File: src/rtl/sub_seq_ctrl.sv
// Byte-serial subtract controller: one A-B-Bin operation sequenced through a single
// SLICE-bit subtractor slice. Optional flag outputs are enabled by defining SUB_SEQ_FLAGS_EN.
module sub_seq_ctrl #(
    parameter int WIDTH = 32,
    parameter int SLICE = 8
) (
    input  logic             clk,
    input  logic             rst,
    input  logic             in_valid,
    output logic             in_ready,
    input  logic [WIDTH-1:0] a,
    input  logic [WIDTH-1:0] b,
    input  logic             bin,
    output logic             out_valid,
    input  logic             out_ready,
    output logic [WIDTH-1:0] diff,
    output logic             bout
`ifdef SUB_SEQ_FLAGS_EN
    ,
    output logic             zero,
    output logic             neg,
    output logic             ovf
`endif
);

    localparam int N     = WIDTH / SLICE;
    localparam int IDX_W = (N > 1) ? $clog2(N) : 1;

    generate
        if (WIDTH % SLICE != 0) begin : g_bad_slice
            $error("sub_seq_ctrl: WIDTH must be a multiple of SLICE");
        end
    endgenerate

    typedef enum logic [1:0] {
        S_IDLE,
        S_CALC,
        S_DONE
    } state_t;

    state_t             r_state;
    state_t             w_state_nxt;
    logic [WIDTH-1:0]   r_a;
    logic [WIDTH-1:0]   r_b;
    logic [WIDTH-1:0]   r_diff;
    logic               r_borrow;
    logic               r_bout;
    logic [IDX_W-1:0]   r_idx;
    logic [WIDTH-1:0]   w_diff_nxt;
    logic [SLICE:0]     w_slice;
    logic               w_last;
    logic               w_accept;

    assign w_accept = (r_state == S_IDLE) && in_valid;
    assign w_last   = (r_idx == IDX_W'(N - 1));

    always_ff @(posedge clk) begin
        if (rst) begin
            r_state <= S_IDLE;
        end else begin
            r_state <= w_state_nxt;
        end
    end

    always_comb begin
        w_state_nxt = r_state;
        in_ready    = 1'b0;
        out_valid   = 1'b0;
        case (r_state)
            S_IDLE: begin
                in_ready = 1'b1;
                if (in_valid) begin
                    w_state_nxt = S_CALC;
                end
            end
            S_CALC: begin
                if (w_last) begin
                    w_state_nxt = S_DONE;
                end
            end
            S_DONE: begin
                out_valid = 1'b1;
                if (out_ready) begin
                    w_state_nxt = S_IDLE;
                end
            end
            default: w_state_nxt = S_IDLE;
        endcase
    end

    // One slice per cycle, computed one bit wider so the top bit is the borrow out.
    always_comb begin
        w_slice = {1'b0, r_a[r_idx*SLICE +: SLICE]}
                - {1'b0, r_b[r_idx*SLICE +: SLICE]}
                - {{SLICE{1'b0}}, r_borrow};
        w_diff_nxt = r_diff;
        w_diff_nxt[r_idx*SLICE +: SLICE] = w_slice[SLICE-1:0];
    end

    always_ff @(posedge clk) begin
        if (rst) begin
            r_a      <= '0;
            r_b      <= '0;
            r_diff   <= '0;
            r_borrow <= 1'b0;
            r_bout   <= 1'b0;
            r_idx    <= '0;
        end else if (w_accept) begin
            r_a      <= a;
            r_b      <= b;
            r_borrow <= bin;
            r_idx    <= '0;
        end else if (r_state == S_CALC) begin
            r_diff   <= w_diff_nxt;
            r_borrow <= w_slice[SLICE];
            r_idx    <= r_idx + 1'b1;
            if (w_last) begin
                r_bout <= w_slice[SLICE];
            end
        end
    end

    assign diff = r_diff;
    assign bout = r_bout;

`ifdef SUB_SEQ_FLAGS_EN
    logic r_zero;
    logic r_neg;
    logic r_ovf;

    // Flags are captured from the completed difference on the final slice.
    always_ff @(posedge clk) begin
        if (rst) begin
            r_zero <= 1'b0;
            r_neg  <= 1'b0;
            r_ovf  <= 1'b0;
        end else if ((r_state == S_CALC) && w_last) begin
            r_zero <= (w_diff_nxt == '0);
            r_neg  <= w_diff_nxt[WIDTH-1];
            r_ovf  <= (r_a[WIDTH-1] != r_b[WIDTH-1]) && (w_diff_nxt[WIDTH-1] != r_a[WIDTH-1]);
        end
    end

    assign zero = r_zero;
    assign neg  = r_neg;
    assign ovf  = r_ovf;
`endif

endmodule

File: config.mk
export PLATFORM = sky130hd
export DESIGN_NAME = sub_seq_ctrl
export DESIGN_NICKNAME = d
export VERILOG_FILES = /design/src/rtl/sub_seq_ctrl.sv
export SDC_FILE = /design/constraint.sdc
export NUM_CORES = 1
export LEC_CHECK = 0
export BUFFER_PORTS_ARGS = -buffer_cell sky130_fd_sc_hd__buf_2
export CORE_MARGIN = 2
export CORE_UTILIZATION = 54
export CTS_CLUSTER_SIZE = 30
export DETAILED_ROUTE_END_ITERATION = 8
export PLACE_DENSITY = 0.8
export SKIP_CTS_REPAIR_TIMING = 1
export SYNTH_ARGS = -nofsm -noshare
export SYNTH_HDL_FRONTEND = slang
export SYNTH_SLANG_ARGS = --single-unit
File: constraint.sdc
create_clock -name clk -period 4.5 [get_ports clk]
set_clock_uncertainty 0.1 [all_clocks]
set_input_delay 0.225 -clock clk [delete_from_list [all_inputs] [get_ports clk]]
set_output_delay 0.225 -clock clk [all_outputs]
set_load 0.02 [all_outputs]
==> metrics.yaml <==
worstHoldPathType: "primary input to register"
yosys-top-cells-area: "dfxtp_1, nand2_1, a21oi_1"
synth_fp_nets: 616
dieArea_mm2: 0.00920
wl_um: 10900
seqPwrFrac: 0.498
fp.dieH_um: 95.9
cp_max_fo: 11
fin_cells: 752
synth.distinct_cells: 37
hpwl_um: 7620
track_usage: 0.241
crit_path_end_kind: "register"
cap_viol_max_count: 0
startpoint_type: "register"
rsz0062_at_grt: "no"
vdd_drop_max_mv: 0.195
core_area_mm2: 0.00822
gr-total-overflow: 0
whs_endpoint: "r_a[10]$_SDFFE_PP0P_"
r2r-start: "r_idx[0]$_SDFFE_PP0P_"
post_route_cells_drive_above_1_share: 0.227
avgSynthCellArea_um2: 8.66
ys_seq_area_frac: 0.447
critPathArrivalTime_ns: 3.74
path_clk_slew_ns: 0.10
synth_warnings: 0
hold_viol_final: 10
place_congestion: 0.862
leakage_uw: 0.00232
cellPowerDensity_mw_per_mm2: 351
yosysTopAreaCell: "dfxtp_1"
period_share: 0.793
intPower_uw: 1340
io_buffers: 103
grt_pass1_vias: 3733
drtAntennaViolNets: 0
cts-buffers-inserted: 9
tightest_slew_ns: 1.14
ctsRootBufferMaster: "clkbuf_8"
grt_max_degree: 68
placed_area_mm2: 0.00512
fillCellCount: 684
finalNetCount: 731
async_flop_share: 0
dp.cells: 707
r2r_setup_slack_ns: 0.93
fmax_ghz: 0.280
hold_start: "a[10]"
clkSinkCount: 102
p_comb_frac: 0.226
setup_viol: 0
whs_ns: -0.00896
power_switching_uw: 619
firstDrtPassIters: 5
p_sw_frac: 0.316
ys_ff_latch: 102
violations: "hold timing"
fin_crit_ns: 3.57
syn_to_final_growth_pct: 22.5
wl_per_cell_um: 14.5
synth_top_area_frac: 0.447
status: "complete, but fails checks"
setup_tns_ns: 0
route.detailed.drc: 0
power_frac_clock: 0.276
clk_latency_ns: 0.37
antenna_found_initial: 0
yosysMostFrequentCell: "nand2_1"
n_antenna_cell: 0
synth_common_cells: "nand2_1, dfxtp_1, a21oi_1, nor2_1, clkbuf_1"
via_count: 4082
power.total_uw: 1960
drv_slew: 0
required_ns: 4.67
drt-initial-drc-count: 192
r2r_end: "bout$_SDFFE_PP0P_"
cts-htree-levels: 3
synthCells: 527
clk_path_buf_depth: 2
via_per_inst: 5.43
start_util: 0.556
die_w_um: 95.9
grt_pass1_wl_um: 17200
synthFlopType: "dfxtp_1"
netlist_area_mm2: 0.00456
critPathKind: "register to register"
rows: 33
cts_tree: "built"
hold-path-cell-count: 3
synth_edf_count: 0
slew_headroom: 0.238
pin_count: 104
rr_worst_depth: 11
design_area_mm2: 0.00559
[layout by cell type, fill, tap and decap left out, drive strengths merged, types with 2 or more instances in the layout]
cell	instances
ha	18
xnor2	4
and2	2
nand3b	10
nor3	6
inv	26
fa	2
nor2b	2
clkbuf	9
a22oi	15
nand2b	5
dfxtp	102
or3	2
o21a	2
o21ai	10
nand4	2
a32oi	4
dlygate4sd3	29
buf	107
clkinv	4
mux4	16
nor2	33
o221ai	2
a21oi	78
o31ai	5
and3	2
nand2	139
xor2	2
[metal layers]
metal / GRT usage / vias to the layer above / wire length (µm)
li1: - / 2021 / -
met5: 0 / - / 0
met2: 0.406 / 155 / 5330
met3: 0.0540 / 14 / 700
met4: 0.0667 / 0 / 163
met1: 0.312 / 1892 / 4710
[power groups by stage]
stage	combinational, µW	clock, µW	sequential [µW]
after global placement	404	0	996
final	443	541	978
after global routing	493	586	983
after detailed placement	418	0	998
after CTS	420	550	978
after floorplan	300	0	999
[critical path, cell delays in order, from the launching register on]
cell       delay, ns
dfxtp_1         0.62
buf_4           0.29
mux4_2          0.51
inv_1           0.08
fa_1            0.15
inv_1           0.06
fa_1            0.39
nand2b_1        0.22
a2111oi_4       0.44
o31ai_1         0.20
xor2_1          0.17
a311oi_1        0.26
[layout make-up]
cell class	instances	area, µm²	area share
clock inverters	7	58.8	0.0105
inverters	24	90.1	0.0161
well taps	105	131	0.0235
flip-flops and latches	102	2040	0.365
clock buffers	9	124	0.0222
repair buffers	136	836	0.150
multi-input cells	369	2310	0.413
[flip-flops by register name, summed over array words and instances, names as in the netlist]
| name | cells |
|---|---|
| r_state | 2 |
| r_borrow | 1 |
| bout | 1 |
| r_idx | 2 |
| r_b | 32 |
| diff | 32 |
| r_a | 32 |
[per-stage QoR]
stage,util,setup slack (ns)
6_report,0.680,0.930
5_1_grt,0.680,0.613
4_1_cts,0.645,0.937
3_5_place_dp,0.623,0.955
3_3_place_gp,0.623,1.07
2_1_floorplan,-,1.25
[how the worst max path moves through the flow]
stage | startpoint | end | slack, ns | cells after the start
after detailed placement | r_idx[0]$_SDFFE_PP0P_ | bout$_SDFFE_PP0P_ | 0.95 | 11
after global placement | r_idx[0]$_SDFFE_PP0P_ | bout$_SDFFE_PP0P_ | 1.07 | 11
after global routing | r_idx[0]$_SDFFE_PP0P_ | bout$_SDFFE_PP0P_ | 0.61 | 11
final | r_idx[0]$_SDFFE_PP0P_ | bout$_SDFFE_PP0P_ | 0.93 | 11
after CTS | r_idx[0]$_SDFFE_PP0P_ | bout$_SDFFE_PP0P_ | 0.94 | 11
after floorplan | r_idx[0]$_SDFFE_PP0P_ | bout$_SDFFE_PP0P_ | 1.25 | 11
[logic make-up (layout without fill, tap and decap cells)]
kind of cell	after synthesis	in the layout	share of synthesized area
AOI/OAI and AO/OA	121	121	0.161
adders and majority gates	20	20	0.0581
and+or+nand+nor	206	206	0.194
muxes	16	16	0.0789
DFF	102	102	0.447
xor gates and xnor gates	6	6	0.0132
buffers and inverters	56	176	0.0480
Power figures use the tool's default switching activity.
